<file path="config.mk">
export PLATFORM = sky130hd
export DESIGN_NAME = ball_motion_ctrl
export DESIGN_NICKNAME = d
export VERILOG_FILES = /design/src/rtl/ball_motion_ctrl.sv
export SDC_FILE = /design/constraint.sdc
export NUM_CORES = 1
export LEC_CHECK = 0
export BUFFER_PORTS_ARGS = -buffer_cell sky130_fd_sc_hd__buf_4
export CELL_PAD_IN_SITES_DETAIL_PLACEMENT = 1
export CELL_PAD_IN_SITES_GLOBAL_PLACEMENT = 1
export CORE_MARGIN = 2
export CORE_UTILIZATION = 43
export CTS_CLUSTER_DIAMETER = 120
export CTS_CLUSTER_SIZE = 8
export DETAILED_ROUTE_END_ITERATION = 10
export HOLD_SLACK_MARGIN = 0.05
export PLACE_DENSITY = 0.91
export SLEW_MARGIN = 20
export SYNTH_ARGS = -nofsm -noshare
export SYNTH_HDL_FRONTEND = slang
export SYNTH_SLANG_ARGS = --single-unit
</file>
<file path="constraint.sdc">
create_clock -name clk -period 4.57 [get_ports clk]
set_input_delay 0.457 -clock clk [delete_from_list [all_inputs] [get_ports clk]]
set_output_delay 0.457 -clock clk [all_outputs]
set_load 0.005 [all_outputs]
</file>
<file path="src/rtl/ball_motion_ctrl.sv">
// ball_motion_ctrl
// Per-frame ball sequencer for the breakout playfield. Each accepted frame
// tick computes the ball's next position and presents it to the external
// brick lookup. The lookup result is registered one cycle later. The frame is
// then evaluated for wall, paddle and brick collisions and committed.
//
// Ports:
//   clk, resetn        single clock, asynchronous active-low reset
//   frame_tick         one-cycle frame pulse; only honoured in WAIT
//   start              launch / relaunch request; only honoured in IDLE, LOST, WIN
//   paddle_x           paddle left edge
//   probe_x, probe_y   next ball position presented to the brick lookup
//   probe_brick        lookup result; 0..11 brick index, >=12 no brick
//   ball_x, ball_y     committed ball position
//   dir                bit0: 1 = -x, bit1: 1 = up (-y)
//   bricks_alive       one bit per brick, 1 = present
//   busy               high in PROBE and EVAL
//   done               one-cycle pulse in the cycle after EVAL
//   lost, win          level outputs for the LOST / WIN states
//   dbg_state          current FSM state, for observation only
//
// Handshake: there is no back-pressure. A frame_tick is consumed only when the
// FSM sits in WAIT; pulses arriving in any other state are dropped. The same
// applies to start outside IDLE / LOST / WIN.
module ball_motion_ctrl #(
  parameter int XSTEP    = 4,
  parameter int YSTEP    = 4,
  parameter int SCREEN_W = 640,
  parameter int SCREEN_H = 480,
  parameter int PADDLE_Y = 440,
  parameter int PADDLE_W = 80,
  parameter int START_X  = 320,
  parameter int START_Y  = 400
) (
  input  logic        clk,
  input  logic        resetn,
  input  logic        frame_tick,
  input  logic        start,
  input  logic [9:0]  paddle_x,
  output logic [9:0]  probe_x,
  output logic [9:0]  probe_y,
  input  logic [3:0]  probe_brick,
  output logic [9:0]  ball_x,
  output logic [9:0]  ball_y,
  output logic [1:0]  dir,
  output logic [11:0] bricks_alive,
  output logic        busy,
  output logic        done,
  output logic        lost,
  output logic        win,
  output logic [2:0]  dbg_state
);

  typedef enum logic [2:0] {
    S_IDLE  = 3'd0,
    S_WAIT  = 3'd1,
    S_PROBE = 3'd2,
    S_EVAL  = 3'd3,
    S_LOST  = 3'd4,
    S_WIN   = 3'd5
  } state_t;

  state_t r_state;
  state_t w_next;

  logic [9:0]  r_ball_x;
  logic [9:0]  r_ball_y;
  logic [1:0]  r_dir;
  logic [11:0] r_alive;
  logic [9:0]  r_probe_x;
  logic [9:0]  r_probe_y;
  logic [3:0]  r_hit;
  logic        r_done;

  // Next position in 11-bit signed form so a step past zero reads as negative
  // instead of wrapping to a large coordinate. The ball does not move between
  // WAIT and EVAL, so the same values are valid for the probe and the evaluation.
  logic signed [10:0] w_nx;
  logic signed [10:0] w_ny;
  logic signed [11:0] w_nx_ext;
  logic signed [11:0] w_pad_lo;
  logic signed [11:0] w_pad_hi;
  logic        w_x_wall;
  logic        w_top;
  logic        w_bottom;
  logic        w_paddle;
  logic [11:0] w_hit_mask;
  logic        w_brick_ok;
  logic        w_y_brick;
  logic        w_y_bounce;
  logic [11:0] w_alive_next;

  assign w_nx = r_dir[0] ? (signed'({1'b0, r_ball_x}) - signed'(11'(XSTEP)))
                         : (signed'({1'b0, r_ball_x}) + signed'(11'(XSTEP)));
  assign w_ny = r_dir[1] ? (signed'({1'b0, r_ball_y}) - signed'(11'(YSTEP)))
                         : (signed'({1'b0, r_ball_y}) + signed'(11'(YSTEP)));

  assign w_x_wall = (w_nx < 11'sd0) || (w_nx > signed'(11'(SCREEN_W - 1)));
  assign w_top    = (w_ny < 11'sd0);
  assign w_bottom = (w_ny > signed'(11'(SCREEN_H - 1)));

  // Paddle span compared in 12-bit signed space: paddle_x + PADDLE_W - 1
  // can exceed 10 bits and nx can be negative.
  assign w_nx_ext = {w_nx[10], w_nx};
  assign w_pad_lo = signed'({2'b00, paddle_x});
  assign w_pad_hi = w_pad_lo + signed'(12'(PADDLE_W - 1));
  assign w_paddle = !r_dir[1]
                 && (r_ball_y < 10'(PADDLE_Y))
                 && (w_ny >= signed'(11'(PADDLE_Y)))
                 && (w_nx_ext >= w_pad_lo) && (w_nx_ext <= w_pad_hi);

  // A shift by 12..15 leaves an all-zero mask, so no-brick codes never match.
  assign w_hit_mask = 12'd1 << r_hit;
  assign w_brick_ok = (r_hit < 4'd12) && (|(r_alive & w_hit_mask));

  // y-axis priority: top wall, then paddle, then brick (bottom handled by FSM).
  assign w_y_brick    = !w_top && !w_paddle && w_brick_ok;
  assign w_y_bounce   = w_top || w_paddle || w_y_brick;
  assign w_alive_next = w_y_brick ? (r_alive & ~w_hit_mask) : r_alive;

  always_ff @(posedge clk or negedge resetn) begin
    if (!resetn) r_state <= S_IDLE;
    else         r_state <= w_next;
  end

  always_comb begin
    w_next = r_state;
    case (r_state)
      S_IDLE:  if (start) w_next = S_WAIT;
      S_WAIT:  if (frame_tick) w_next = S_PROBE;
      S_PROBE: w_next = S_EVAL;
      S_EVAL: begin
        if (w_bottom)                w_next = S_LOST;
        else if (w_alive_next == '0) w_next = S_WIN;
        else                         w_next = S_WAIT;
      end
      S_LOST:  if (start) w_next = S_WAIT;
      S_WIN:   if (start) w_next = S_WAIT;
      default: w_next = S_IDLE;
    endcase
  end

  always_ff @(posedge clk or negedge resetn) begin
    if (!resetn) begin
      r_ball_x  <= 10'(START_X);
      r_ball_y  <= 10'(START_Y);
      r_probe_x <= 10'(START_X);
      r_probe_y <= 10'(START_Y);
      r_dir     <= 2'b10;
      r_alive   <= 12'hFFF;
      r_hit     <= 4'hF;
      r_done    <= 1'b0;
    end else begin
      r_done <= 1'b0;
      case (r_state)
        S_WAIT: begin
          if (frame_tick) begin
            r_probe_x <= w_nx[9:0];
            r_probe_y <= w_ny[9:0];
          end
        end
        S_PROBE: r_hit <= probe_brick;
        S_EVAL: begin
          r_done <= 1'b1;
          // Falling off the bottom freezes position and direction.
          if (!w_bottom) begin
            if (w_x_wall) r_dir[0]  <= ~r_dir[0];
            else          r_ball_x  <= w_nx[9:0];
            if (w_y_bounce) r_dir[1] <= ~r_dir[1];
            else            r_ball_y <= w_ny[9:0];
            r_alive <= w_alive_next;
          end
        end
        S_LOST, S_WIN: begin
          // Relaunch parks the ball at the start point heading up and right;
          // only a win refills the brick field.
          if (start) begin
            r_ball_x  <= 10'(START_X);
            r_ball_y  <= 10'(START_Y);
            r_probe_x <= 10'(START_X);
            r_probe_y <= 10'(START_Y);
            r_dir     <= 2'b10;
            if (r_state == S_WIN) r_alive <= 12'hFFF;
          end
        end
        default: ;
      endcase
    end
  end

  assign probe_x      = r_probe_x;
  assign probe_y      = r_probe_y;
  assign ball_x       = r_ball_x;
  assign ball_y       = r_ball_y;
  assign dir          = r_dir;
  assign bricks_alive = r_alive;
  assign busy         = (r_state == S_PROBE) || (r_state == S_EVAL);
  assign done         = r_done;
  assign lost         = (r_state == S_LOST);
  assign win          = (r_state == S_WIN);
  assign dbg_state    = r_state;

endmodule

</file>
==> metrics.md <==
| Metric | Value |
|---|---|
| Residual overflow from global routing | `0` |
| Residual DRC | `0` |
| Run status | `complete, no violations` |
| Non-Filler Instances | `about 690` |
| Max-slew violation count | `0` |
| Max cap viols | `0` |
| Maximum frequency from static timing analysis | `0.2520 GHz` |
| Share of flip-flops with an asynchronous set or reset after synthesis | `100.0%` |
| Class of the tightest hold or removal check | `in -> async` |
| Utilization after layout | `between 50% and 60%` |
| Deepest level of the CTS H-tree | `3` |
| Number of buffers added on ports | `78` |
| Distinct cell type count of the synthesized netlist | `68` |
| Total clock sinks | `62` |
| Final worst setup slack | `around 0.60 ns` |
| Count of final setup violators | `0` |
| Final Wtd Congestion | `0.9450` |
| Buffer count from post-CTS setup fixing | `0` |
| Vertical die dimension | `about 110 µm` |
| Cells after DPL | `672` |
| Pwr/cell area | `978.5 nW/µm²` |
| YS warnings | `0` |
| Clock transition time at the flip-flop clock pins of the worst setup and hold paths | `0.07 ns` |
| Initial antenna violation count | `0` |
| Part of the Yosys area used for sequential elements | `36.11%` |
| Bufs on Longest Clock Path | `2` |
| Number of buffers added by the clock tree synthesis step | `9` |
| Vias after detailed routing | `4,000` |
| Core area | `9864 µm²` |
| Pwr Total | `around 0.0052 W` |
| First-pass GRT wire length | `22.16 mm` |
| Number of top-level design ports | `79` |
| Placement Rows | `36` |
| Root cell of the clock tree | `sky130_fd_sc_hd__clkbuf_8` |
| Worst slew margin | `27.11%` |
| Dpl ws | `0.6754 ns` |
| Die outline area | `11,030 µm²` |
| Final routed wire length divided by cell count | `19.53 µm` |
| Width of the chip | `105.0 µm` |
| Final ANT Viol Nets | `0` |
| Post-cts hold buffer count | `0` |
| CP endpoint kind | `flop` |
| Post-Syn Nets | `530` |
| Total global routing track utilization | `between 20 and 30%` |
| Via count of the first global-routing pass | `4,419` |
| Max Clock Skew | `~0.0066 ns` |
| Iteration-0 DRC count of the detailed router | `154` |
| Post-CTS Resized | `0` |
| Initial cell density of the core | `between 40 and 50%` |
| Total of flip-flops plus latches after synthesis | `between 60 and 70` |
| Number of flops mapped to enable cells by yosys | `0` |
| Final net count | `around 600` |
| Arrival time reported for the critical path endpoint | `4.23 ns` |
| Post-detailed-route via-to-cell ratio | `5.814` |
| Final Hold Viols | `0` |
| WP data required | `4.83 ns` |
| Share of layout cells above drive strength 1 | `27.21%` |
| Ratio of final minimum period to clock period | `86.83%` |
| Pin count of the biggest net entering global routing | `between 60 and 70` |
| Detail Placement HPWL | `10.24 mm` |
| Ant. Diodes | `0` |
| Dominant synthesized flop cell | `sky130_fd_sc_hd__dfrtp_1` |
| Post-synthesis to final-layout area growth | `21.69%` |
| Leak pwr | `around 2.5 nW` |
| Syn Area/Cell | `9.243 µm²` |
| Clock tree from TritonCTS | `yes` |
| Type of the setup path with the least slack | `reg -> reg` |
| Clock latency on the worst-skew pair | `0.34 ns` |
| Total wire length | `approximately 13 mm` |
| Peak VDD IR | `484.9 µV` |
| Setup repair after global routing missed its margin | `false` |
| Slew at the pin closest to its max-slew limit | `between 1 and 1.5 ns` |
| Top fanout value on the critical path | `12` |
| Total negative slack for setup checks | `0 ns` |
| Sort of element at the start of the critical path | `flop` |
| Number of iterations in the first detailed-routing pass | `4` |
| Min cycle time layout | `3.968 ns` |
| Synthesized netlist cell count | `475` |
| Combined area of all synthesized cells | `4390 µm²` |
[layer usage]
layer	GRT usage [%]	routed length (µm)	share of wire (%)	up-vias
met1	30.63	5791	43	1998
met3	2.932	321	2.4	29
met2	45.36	6991	52	92
met5	0	0	0	-
met4	8.571	330	2.5	0
li1	-	-	-	1881
[per-stage QoR]
step / hold WS, ns / instance area [µm²]
floorplan: 0.1614 / 4390
global placement: 0.4544 / 5096
detailed placement: 0.4713 / 5096
CTS: 0.2233 / 5343
global route: 0.2542 / 5343
finish: 0.1916 / 5343
[cell families (layout without fill, tap and decap cells)]
group           after synthesis  after routing  share of synthesized area [%]
flops                        62             62                          36.11
xor+xnor                     19             19                          4.389
buf+inv                      35            115                          3.192
compound gates              140            140                          22.60
fa+ha+maj                    37             37                          10.89
simple gates                162            162                          18.10
mux                          20             20                          4.730
[power by group]
part / switching, W / internal [W] / total, W
registers: 0.000362 / 0.000882 / 0.00124
logic: 0.00193 / 0.00144 / 0.00338
clock network: 0.000231 / 0.000375 / 0.000606
total: 0.00253 / 0.00270 / 0.00523
[final timing paths]
path / startpoint / end / slack (ns) / cells past startpoint
setup / recovery: dir[0] / ball_y[4] / 0.60 / 16
hold / removal: resetn / ball_x[1] / 0.19 / 1
setup reg to reg: dir[0] / ball_y[4] / 0.60 / 16
hold reg to reg: probe_x[6] / probe_x[6] / 0.48 / 2
max in group asynchronous: resetn / probe_x[5] / 3.86 / 1
min in group clk: probe_brick[0] / r_hit[0] / 0.35 / 2
[flip-flops by register name, summed over array words and instances, names as in the netlist]
register	cells
probe_x	10
ball_x	10
probe_y	10
dbg_state	3
ball_y	10
done	1
r_hit	4
bricks_alive	12
dir	2
[worst max-delay path, cell delays in order (launching register included)]
cell	delay (ns)
sky130_fd_sc_hd__dfrtp_1	0.63
sky130_fd_sc_hd__ha_1	0.37
sky130_fd_sc_hd__a211oi_1	0.27
sky130_fd_sc_hd__o21bai_2	0.17
sky130_fd_sc_hd__a21oi_1	0.25
sky130_fd_sc_hd__o21ai_1	0.12
sky130_fd_sc_hd__xor2_1	0.29
sky130_fd_sc_hd__ha_1	0.31
sky130_fd_sc_hd__nand3_1	0.09
sky130_fd_sc_hd__nor3_1	0.05
sky130_fd_sc_hd__a21oi_1	0.18
sky130_fd_sc_hd__mux2i_1	0.13
sky130_fd_sc_hd__a21oi_2	0.23
sky130_fd_sc_hd__nor3_2	0.09
sky130_fd_sc_hd__nor3b_1	0.29
sky130_fd_sc_hd__buf_4	0.20
sky130_fd_sc_hd__mux2i_1	0.20
[cell usage in the layout, fill, tap and decap left out, drive strengths merged, types with 9 or more instances in the layout]
cell    count
inv        17
ha         35
nor3        9
nor2       28
dfrtp      35
xnor2      15
o22a       14
o21ai      38
a21oi      29
dfstp      27
clkbuf     10
nand2      67
mux2i      14
buf        82
a21o       13
nand3      13
[layout make-up]
cell class | instances | area, µm²
inverters | 17 | 63.81
multi-input cells | 378 | 2665
clock buffers | 10 | 137.6
repair buffers | 82 | 615.6
fillers | 1176 | 4522
flip-flops and latches | 62 | 1585
well taps | 133 | 166.4
clock inverters | 6 | 108.9
[cell usage after synthesis, drive strengths merged, types with 4 or more instances]
cell	count	area [µm²]
buf	6	31.28
dfstp	27	709.4
inv	17	63.81
nand3b	7	52.55
o31ai	5	51.30
a21o	13	97.59
nand4	6	37.54
nor3b	4	30.03
mux2i	14	140.1
a211oi	6	60.06
o211ai	4	30.03
xnor2	15	138.9
o21ai	38	193.9
a31oi	7	43.79
nand2	67	259.0
nor2b	7	43.79
a21oi	29	160.2
xor2	4	53.81
and2	6	37.54
dfrtp	35	875.8
nor2	28	105.1
mux2	6	67.56
clkbuf	12	45.04
nand3	13	65.06
o22a	14	122.6
ha	35	437.9
nor3	9	50.05
Note: power is estimated with default switching activity, not from simulation.
